===== config.mk =====
export PLATFORM = sky130hd
export DESIGN_NAME = seg_scan_display
export DESIGN_NICKNAME = d
export VERILOG_FILES = /design/src/rtl/seg_pkg.sv /design/src/rtl/seg_scan_prescaler.sv /design/src/rtl/seg_scan_display.sv
export SDC_FILE = /design/constraint.sdc
export NUM_CORES = 1
export LEC_CHECK = 0
export ABC_AREA = 0
export ABC_CLOCK_PERIOD_IN_PS = 5600
export BUFFER_PORTS_ARGS = -buffer_cell sky130_fd_sc_hd__buf_2
export CAP_MARGIN = 15
export CORE_MARGIN = 2
export CORE_UTILIZATION = 51
export CTS_BUF_LIST = sky130_fd_sc_hd__clkbuf_2 sky130_fd_sc_hd__clkbuf_4 sky130_fd_sc_hd__clkbuf_8
export CTS_CLUSTER_SIZE = 25
export DETAILED_ROUTE_END_ITERATION = 10
export GPL_TIMING_DRIVEN = 0
export HOLD_SLACK_MARGIN = 0.15
export PLACE_DENSITY = 0.71
export SETUP_SLACK_MARGIN = 0.3
export SLEW_MARGIN = 20
export SYNTH_ARGS = -nofsm -noshare
export SYNTH_HDL_FRONTEND = slang
export SYNTH_SLANG_ARGS = --single-unit

===== constraint.sdc =====
create_clock -name clk -period 5.6 [get_ports clk]
set_clock_uncertainty 0.1 [all_clocks]
set_input_delay 0.28 -clock clk [delete_from_list [all_inputs] [get_ports clk]]
set_output_delay 0.28 -clock clk [all_outputs]
set_load 0.01 [all_outputs]

===== src/rtl/seg_pkg.sv =====
// Shared types, blank code and active-low hex font for the seven-segment scan path.
package seg_pkg;

    typedef logic [7:0] seg_t;

    localparam seg_t SEG_BLANK = 8'hFF;

    // {dp,g,f,e,d,c,b,a}, active-low, dp off
    localparam seg_t HEX_FONT [16] = '{
        8'hC0, 8'hF9, 8'hA4, 8'hB0, 8'h99, 8'h92, 8'h82, 8'hF8,
        8'h80, 8'h90, 8'h88, 8'h83, 8'hC6, 8'hA1, 8'h86, 8'h8E
    };

    function automatic seg_t hex_to_seg(input logic [3:0] nib);
        return HEX_FONT[nib];
    endfunction

endpackage


===== src/rtl/seg_scan_prescaler.sv =====
// Free-running divide-by-SCAN_DIV counter; tick is high in the last cycle of each period.
module seg_scan_prescaler #(
    parameter int SCAN_DIV = 32768,
    localparam int CNT_W = $clog2(SCAN_DIV)
) (
    input  logic clk,
    input  logic rst,
    output logic tick
);

    logic [CNT_W-1:0] count_q;
    logic [CNT_W-1:0] count_d;

    always_comb begin
        tick    = (count_q == CNT_W'(SCAN_DIV - 1));
        count_d = tick ? '0 : count_q + 1'b1;
    end

    always_ff @(posedge clk) begin
        if (rst) begin
            count_q <= '0;
        end else begin
            count_q <= count_d;
        end
    end

endmodule


===== src/rtl/seg_scan_display.sv =====
// Multiplexed seven-segment scan driver with double-buffered data, per-digit dp and blanking.
// Optional leading-zero suppression is built when SEG_LZ_SUPPRESS_EN is defined.
module seg_scan_display
    import seg_pkg::*;
#(
    parameter int DIGITS   = 8,
    parameter int SCAN_DIV = 32768,
    localparam int SEL_W   = $clog2(DIGITS)
) (
    input  logic                  clk,
    input  logic                  rst,
    input  logic [4*DIGITS-1:0]   data,
    input  logic [DIGITS-1:0]     dp_in,
    input  logic [DIGITS-1:0]     blank_in,
    input  logic                  load,
    output logic [SEL_W-1:0]      which,
    output logic [7:0]            seg,
    output logic                  frame_done,
    output logic                  busy
);

    logic                tick;
    logic                wrap;

    logic [SEL_W-1:0]    which_q, which_d;
    seg_t                seg_q, seg_d;
    logic                frame_done_q, frame_done_d;
    logic                busy_q, busy_d;
    logic [4*DIGITS-1:0] pend_data_q, pend_data_d;
    logic [DIGITS-1:0]   pend_dp_q, pend_dp_d;
    logic [DIGITS-1:0]   pend_blank_q, pend_blank_d;
    logic [4*DIGITS-1:0] sh_data_q, sh_data_d;
    logic [DIGITS-1:0]   sh_dp_q, sh_dp_d;
    logic [DIGITS-1:0]   sh_blank_q, sh_blank_d;
    logic [DIGITS-1:0]   sup_mask;

    seg_scan_prescaler #(.SCAN_DIV(SCAN_DIV)) u_prescaler (
        .clk  (clk),
        .rst  (rst),
        .tick (tick)
    );

    always_comb begin
        wrap         = tick && (which_q == SEL_W'(DIGITS - 1));
        which_d      = which_q;
        if (tick) begin
            which_d = wrap ? '0 : which_q + 1'b1;
        end
        frame_done_d = wrap;

        pend_data_d  = load ? data     : pend_data_q;
        pend_dp_d    = load ? dp_in    : pend_dp_q;
        pend_blank_d = load ? blank_in : pend_blank_q;

        busy_d       = busy_q;
        sh_data_d    = sh_data_q;
        sh_dp_d      = sh_dp_q;
        sh_blank_d   = sh_blank_q;
        // A load coinciding with the wrap bypasses pending so nothing waits a whole frame.
        if (wrap) begin
            busy_d = 1'b0;
            if (load) begin
                sh_data_d  = data;
                sh_dp_d    = dp_in;
                sh_blank_d = blank_in;
            end else if (busy_q) begin
                sh_data_d  = pend_data_q;
                sh_dp_d    = pend_dp_q;
                sh_blank_d = pend_blank_q;
            end
        end else if (load) begin
            busy_d = 1'b1;
        end
    end

`ifdef SEG_LZ_SUPPRESS_EN
    logic lz_run;

    // Digits from the top down stay suppressed while every nibble so far is zero.
    always_comb begin
        lz_run   = 1'b1;
        sup_mask = '0;
        for (int i = DIGITS - 1; i >= 1; i--) begin
            lz_run      = lz_run && (sh_data_d[4*i +: 4] == 4'h0);
            sup_mask[i] = lz_run;
        end
    end
`else
    assign sup_mask = '0;
`endif

    // seg is derived from next-cycle which/shadow so both registers agree every cycle.
    always_comb begin
        logic [3:0] nib;
        logic       dp_v;
        logic       blank_v;
        logic       sup_v;
        nib     = 4'h0;
        dp_v    = 1'b0;
        blank_v = 1'b0;
        sup_v   = 1'b0;
        for (int i = 0; i < DIGITS; i++) begin
            if (SEL_W'(i) == which_d) begin
                nib     = sh_data_d[4*i +: 4];
                dp_v    = sh_dp_d[i];
                blank_v = sh_blank_d[i];
                sup_v   = sup_mask[i];
            end
        end
        seg_d = sup_v ? SEG_BLANK : hex_to_seg(nib);
        if (dp_v) begin
            seg_d[7] = 1'b0;
        end
        if (blank_v) begin
            seg_d = SEG_BLANK;
        end
    end

    always_ff @(posedge clk) begin
        if (rst) begin
            which_q      <= '0;
            seg_q        <= SEG_BLANK;
            frame_done_q <= 1'b0;
            busy_q       <= 1'b0;
            pend_data_q  <= '0;
            pend_dp_q    <= '0;
            pend_blank_q <= '0;
            sh_data_q    <= '0;
            sh_dp_q      <= '0;
            sh_blank_q   <= '0;
        end else begin
            which_q      <= which_d;
            seg_q        <= seg_d;
            frame_done_q <= frame_done_d;
            busy_q       <= busy_d;
            pend_data_q  <= pend_data_d;
            pend_dp_q    <= pend_dp_d;
            pend_blank_q <= pend_blank_d;
            sh_data_q    <= sh_data_d;
            sh_dp_q      <= sh_dp_d;
            sh_blank_q   <= sh_blank_d;
        end
    end

    assign which      = which_q;
    assign seg        = seg_q;
    assign frame_done = frame_done_q;
    assign busy       = busy_q;

endmodule

==> results.txt, run 1 <==
Power Internal - 1.51 mW
Tot GR Track Use - 27.5%
drt initial violations - 424
Post-synth EDFFs - 0
WP data arrival - 4.90 ns
die area - 12000 um^2
Final period util - 84.1%
syn_nets - 684
CP Data Required Time - 5.79 ns
Post-DRT Antenna Nets - 0
largest area contributor in the netlist - dfxtp_1
Syn-to-layout area delta - 25.1%
r2r setup slk - 0.89 ns
core area - 10800 um^2
crit path max fanout - 10
GPL Wtd Cong - 0.900
largest net degree at the start of global routing - 17
Slew Viols, Final - 0
setup violators final - 0
simple-gate share of the synthesized area - 19.1%
PortBufs - 62
unrepaired setup endpoints after global routing - false
switch share - 22.7%
Via density - 5.77
r2r endpoint - seg[3]$_SDFF_PP1_
post-placement cell area - 6180 um^2
Startpoint Class - flop
Seq/Total Area, Yosys - 43.6%
Die Wd - 110 um
Mean Syn Cell Area - 9.12 um^2
Via Count - 5230
top-area cell type share of the netlist area - 43.6%
Tmin final - 4.71 ns
clock sinks - 124
P_leak - 2.88 nW
CP Class - reg -> reg
Primary FF master, synth - dfxtp_1
Clock power frac - 45.2%
setup_tns - 0 ns
Rows - 38
Final HPWL DP - 10900 um
final instance area - 7120 um^2
Synth Register Bits - 124
Worst-Skew Late Latency - 0.44 ns
final hold slack - 0.338 ns
Power Density - 275 nW/um^2
FMAX - 212 MHz
Critical Path Source - which[1]$_SDFF_PP0_
CP Capture Point - seg[3]$_SDFF_PP1_
CTS root buf - clkbuf_8
number of global-route vias before repair - 5079
initial antenna violation count - 0
first-pass GRT wire length - 24900 um
Clock transition at path regs - 0.08 ns
Worst-Margin Slew - 1.01 ns
Reg2Reg Depth - 16
WL/cell - 17.3 um
status - complete, no violations
IR drop worst, VDD - 0.000204 V
post-CTS setup buffers - 0
Seq pwr share - 46.9%
Antenna Cells - 0
MaxCap Viol Count - 0
cell count after synthesis - 624
Async SR Flop Fraction - 0%
DR pass1 iterations - 5
Ports - 64
routed wire length - 15700 um
Slew HR - 32.4%
Psw - 0.444 mW
Synth Area in Compound Gates - 15.3%
fraction of layout cells with a size suffix above 1 - 17.6%
Crit Reg-Reg Startpoint - which[1]$_SDFF_PP0_
synth top area cells - dfxtp_1 (44%), mux2i_1 (10%), nor2_1 (6.9%), mux2_2 (4.2%), o22ai_1 (3.8%)
main combinational cell family by area after synthesis - simple AND/OR/NAND/NOR gates
adder-cell share of the synthesized area - 1.98%
final hold vios - 0
GRT overflow - 0
CTS tree - yes
post_cts resized - 0
mux cell area share after synthesis - 14.6%
Synth Area in XOR/XNOR - 1.85%
drc violations - 0
die height - 110 um
CTS buffer count - 17
nets - 814
clock buffer depth - 2
Worst Hold Class - in -> reg
Starting Density - 52.5%
Gate power share - 7.8%
H-tree level count - 4
Post-Syn Area - 5690 um^2
post-synth cell types - 55
Worst setup EP type - flop
Fillers - 920
Yosys warnings - 0
## through the flow
| step | utilization [%] | total power [mW] | instances | worst slack, ns |
|---|---|---|---|---|
| floorplan | - | 1.01 | 624 | 1.80 |
| global placement | 57.0 | 1.06 | 826 | 1.14 |
| detailed placement | 57.0 | 1.06 | 826 | 1.05 |
| CTS | 65.7 | 1.96 | 907 | 0.974 |
| global route | 65.7 | 2.02 | 907 | 0.571 |
| finish | 65.7 | 1.96 | 907 | 0.890 |
## power groups by stage
stage	clock, mW	combinational [mW]	sequential (mW)
floorplan	0	0.0756	0.936
global placement	0	0.120	0.936
detailed placement	0	0.123	0.938
CTS	0.893	0.151	0.918
global route	0.933	0.166	0.920
finish	0.885	0.153	0.918
## critical path, stage by stage, from the launching register on
cell and delay, ns:
dfxtp_1 0.49, ha_1 0.21, ha_1 0.12, buf_2 0.22
nand4_1 0.20, nor4_2 0.43, nand2_1 0.34, clkbuf_1 0.30
a21oi_1 0.27, o32ai_1 0.14, a211oi_1 0.85, inv_1 0.17
ha_1 0.29, inv_1 0.11, nor2_1 0.06, a21oi_1 0.16
o211ai_1 0.09
## layout by cell type (no fill, tap or decap), types with 4 or more instances in the layout
cell type      instances
a211oi_1              11
a21oi_1               32
a31oi_1                4
and3_1                 7
buf_1                  4
buf_2                 69
bufinv_16              4
clkbuf_1              25
clkbuf_8              21
clkinv_2               4
dfxtp_1              124
dlygate4sd3_1         49
ha_1                   9
inv_1                  9
mux2_2                21
mux2i_1               58
nand2_1               16
nand2b_1               4
nand3_1               12
nand4_1                4
nor2_1               104
nor2b_1               28
nor3_1                17
o21ai_0               15
o221ai_1               4
o22a_1                 4
o22ai_1               35
o31ai_1                6
or3_1                  8
xnor2_1                7
xor2_1                 5
## logic make-up (layout without fill, tap and decap cells)
family                   after synthesis  count (layout)
AO/OA/AOI/OAI                        132             132
XOR/XNOR                              12              12
adder cells (fa/ha/maj)                9               9
buffers and inverters                 48             191
flip-flops                           124             124
multiplexers                          80              80
AND/OR/NAND/NOR                      219             219
## metal layers
layer | track usage [%] | vias to the layer above | wire length, um | part of all wire [%]
met4 | 10.3 | 0 | 248 | 1.6
met3 | 5.45 | 22 | 969 | 6.2
met1 | 35.3 | 2506 | 7050 | 45
met5 | 0 | - | 0 | 0
met2 | 45.6 | 186 | 7440 | 47
li1 | - | 2516 | - | -
## how the worst min path moves through the flow
stage | from | slack [ns] | end | cells after the start
5_1_grt | load | 0.38 | pend_data_q[20]$_SDFFE_PP0P_ | 4
3_5_place_dp | u_prescaler.count_q[0]$_SDFF_PP0_ | 0.36 | u_prescaler.count_q[0]$_SDFF_PP0_ | 1
6_report | load | 0.34 | sh_data_q[6]$_SDFF_PP0_ | 4
3_3_place_gp | u_prescaler.count_q[0]$_SDFF_PP0_ | 0.34 | u_prescaler.count_q[0]$_SDFF_PP0_ | 1
4_1_cts | load | 0.30 | sh_data_q[6]$_SDFF_PP0_ | 4
2_1_floorplan | data[31] | 0.32 | pend_data_q[31]$_SDFFE_PP0P_ | 2
## final cells by class
cell class | count | area [um^2] | share of cell area (%)
multi-input cells | 452 | 3000 | 42.2
flip-flops and latches | 124 | 2480 | 34.9
repair buffers | 111 | 801 | 11.2
clock buffers | 21 | 289 | 4.06
well taps | 140 | 175 | 2.46
plain buffers | 39 | 170 | 2.39
clock inverters | 11 | 164 | 2.30
inverters | 9 | 33.8 | 0.475
## Yosys cell counts, types with 7 or more instances
master and instances:
nand3_1 12, o21ai_0 15, and3_1 7, nor2_1 104
xnor2_1 7, o22ai_1 35, a21oi_1 32, or3_1 8
buf_2 7, inv_1 9, mux2_2 21, ha_1 9
dfxtp_1 124, nor3_1 17, clkbuf_1 25, a211oi_1 11
nand2_1 16, nor2b_1 28, mux2i_1 58
## sequential cells by signal, summed over array words and instances (netlist names)
register	cells
pend_data_q	32
pend_dp_q	8
u_prescaler.count_q	15
seg	8
pend_blank_q	8
sh_blank_q	8
sh_dp_q	8
frame_done	1
sh_data_q	32
busy	1
which	3
## repair_timing
item	4_1_cts	5_1_grt
setup endpoints to repair	0	0
endpoints found under the hold margin	64	0
hold buffers	49	0
Power figures use the tool's default switching activity.
==> run 2, diff against run 1 <==
--- a/config.mk
+++ b/config.mk
@@ -6,7 +6,7 @@
 export NUM_CORES = 1
 export LEC_CHECK = 0
 export ABC_AREA = 0
-export ABC_CLOCK_PERIOD_IN_PS = 5600
+export ABC_CLOCK_PERIOD_IN_PS = 4200
 export BUFFER_PORTS_ARGS = -buffer_cell sky130_fd_sc_hd__buf_2
 export CAP_MARGIN = 15
 export CORE_MARGIN = 2
@@ -16,7 +16,7 @@
 export DETAILED_ROUTE_END_ITERATION = 10
 export GPL_TIMING_DRIVEN = 0
 export HOLD_SLACK_MARGIN = 0.15
-export PLACE_DENSITY = 0.71
+export PLACE_DENSITY = 0.74
 export SETUP_SLACK_MARGIN = 0.3
 export SLEW_MARGIN = 20
 export SYNTH_ARGS = -nofsm -noshare
==> constraint.sdc (replaced) <==
create_clock -name clk -period 4.2 [get_ports clk]
set_clock_uncertainty 0.1 [all_clocks]
set_input_delay 0.21 -clock clk [delete_from_list [all_inputs] [get_ports clk]]
set_output_delay 0.21 -clock clk [all_outputs]
set_load 0.01 [all_outputs]
==> run 2 against run 1 <==
Compared with the run above:
- non-clock buffer count is 6 higher
- routed wire length grew 4.6%
- die area unchanged
- sequential share of layout area down 0.90 points
- largest cell class unchanged
- hold slack lost 0.078 ns
- highest routed layer unchanged
- cell count is 0.66% higher
- setup slack worse by 0.52 ns
- core utilization increased by 1.9 points
==> results.txt, run 2 (same netlist as run 1, synthesis figures left out) <==
status - complete, no violations
Syn-to-layout area delta - 28.7%
top flop regs - pend_data_q (32), sh_data_q (32), u_prescaler.count_q (15)
Final period util - 91.2%
IR drop worst, VDD - 0.000267 V
Worst-Skew Late Latency - 0.45 ns
Final HPWL DP - 10900 um
CP Class - reg -> reg
Worst setup EP type - flop
Max Used Layer - met4
WP data arrival - 4.06 ns
CTS buffer count - 17
fraction of layout cells with a size suffix above 1 - 21.5%
Die Wd - 110 um
GPL Wtd Cong - 0.937
Crit Reg-Reg Startpoint - which[1]$_SDFF_PP0_
Tot GR Track Use - 27.8%
r2r endpoint - seg[3]$_SDFF_PP1_
Via Count - 5331
CP cell instances - ha_1, ha_1, buf_6, nand4_1, or4_4, buf_4, or3_1, a21oi_2, nor3_1, a211oi_2, a211oi_2, buf_4, buf_4, ha_2, inv_2, nor2_1, a21oi_1, o211ai_1
Slew Viols, Final - 0
crit path max fanout - 10
clock buffer depth - 2
max incr delay on CP - 0.63 ns
CP max-delay cell - or4_4
Worst Hold End - sh_data_q[6]$_SDFF_PP0_
largest net degree at the start of global routing - 17
H-tree level count - 4
initial antenna violation count - 0
CP Data Required Time - 4.43 ns
Reg2Reg Depth - 18
unrepaired setup endpoints after global routing - false
placed insts - 826
Slew HR - 43.0%
die area - 12000 um^2
PortBufs - 62
final hold slack - 0.260 ns
routed wire length - 16400 um
setup violators final - 0
leading cell type in the layout, fill and taps excluded - dfxtp_1
Starting Density - 52.5%
DR pass1 iterations - 5
Startpoint Class - flop
Worst Hold Class - in -> reg
P_leak - 2.97 nW
WL/cell - 18.0 um
Final Instance Count excl. Fillers - 913
Clock transition at path regs - 0.07 ns
Fillers - 862
CTS root buf - clkbuf_8
hold path cells - 4
core area - 10800 um^2
die height - 110 um
Via density - 5.84
first-pass GRT wire length - 25300 um
Antenna Cells - 0
hold_sp - load
drt initial violations - 475
Ports - 64
clock sinks - 124
MaxCap Viol Count - 0
Rows - 38
Power Density - 361 nW/um^2
GRT overflow - 0
drc violations - 0
nets - 820
Worst-Margin Slew - 0.848 ns
Tmin final - 3.83 ns
DR WL met3 - 942 um
Post-DRT Antenna Nets - 0
r2r setup slk - 0.37 ns
FMAX - 261 MHz
most frequent CP cell - buf_4
commonest cells after routing, fill and taps aside - dfxtp_1 (122), nor2_1 (103), buf_2 (68)
met1 wire length - 7000 um
final hold vios - 0
CTS tree - yes
DR WL met2 - 8080 um
number of global-route vias before repair - 5241
[run 2: changes by cell type in the layout (fill, tap and decap cells not counted), moves of 4 or more]
cell	previous run	this run
a211oi_2	0	4
clkbuf_4	0	5
buf_4	2	7
a211oi_1	11	7
[run 2: worst max-delay path by stage]
| stage | from | to |
|---|---|---|
| finish | which[1]$_SDFF_PP0_ | seg[3]$_SDFF_PP1_ |
| floorplan | which[1]$_SDFF_PP0_ | seg[3]$_SDFF_PP1_ |
| CTS | which[1]$_SDFF_PP0_ | seg[3]$_SDFF_PP1_ |
| global route | which[1]$_SDFF_PP0_ | seg[5]$_SDFF_PP1_ |
| detailed placement | which[1]$_SDFF_PP0_ | seg[3]$_SDFF_PP1_ |
| global placement | which[1]$_SDFF_PP0_ | seg[3]$_SDFF_PP1_ |
[run 2: layout make-up]
cell class / instances / area [um^2] / area share, %
Multi-Input combinational cell: 452 / 3110 / 42.4
Clock buffer: 26 / 333 / 4.55
Timing Repair Buffer: 117 / 858 / 11.7
Tap cell: 140 / 175 / 2.39
Clock inverter: 6 / 130 / 1.78
Buffer: 39 / 196 / 2.68
Sequential cell: 124 / 2490 / 34.0
Inverter: 9 / 33.8 / 0.461
[run 2: what timing repair did]
item                                    in CTS  in global routing
hold buffers                                49                  0
endpoints found under the hold margin       84                  0
resized for setup                            8                 34
endpoints found under the setup margin       8                  8
gates cloned                                 0                  0
setup buffers                                3                  3
pin swaps                                    2                  5
[run 2: power breakdown]
| group | internal [mW] | leakage (nW) | switching, mW |
|---|---|---|---|
| Clock | 0.751 | 0.241 | 0.454 |
| Combinational | 0.103 | 1.72 | 0.107 |
| Sequential | 1.21 | 1.01 | 0.0149 |
| Total | 2.06 | 2.97 | 0.577 |
[run 2: critical path: cells and delay by family (launching register included)]
family	cells	cell delay [ns]
adders and majority gates	3	0.56
buffers and inverters	5	0.71
AOI/OAI and AO/OA	5	0.64
and+or+nand+nor	5	1.30
DFF	1	0.39
[run 2: per-stage QoR]
| stage | instance area, um^2 | util [%] | setup TNS (ns) | worst slack [ns] | power [mW] |
|---|---|---|---|---|---|
| 2_1_floorplan | 5690 | - | 0 | 0.405 | 1.35 |
| 3_3_place_gp | 6180 | 57.0 | -0.689 | -0.180 | 1.41 |
| 3_5_place_dp | 6180 | 57.0 | -1.58 | -0.306 | 1.42 |
| 4_1_cts | 7170 | 66.2 | 0 | 0.316 | 2.63 |
| 5_1_grt | 7320 | 67.5 | 0 | 0.252 | 2.71 |
| 6_report | 7320 | 67.5 | 0 | 0.371 | 2.64 |
[run 2: per-layer routing]
layer,vias up,track usage [%]
li1,2527,-
met1,2552,33.1
met2,213,47.1
met3,39,6.76
met4,0,13.0
met5,-,0
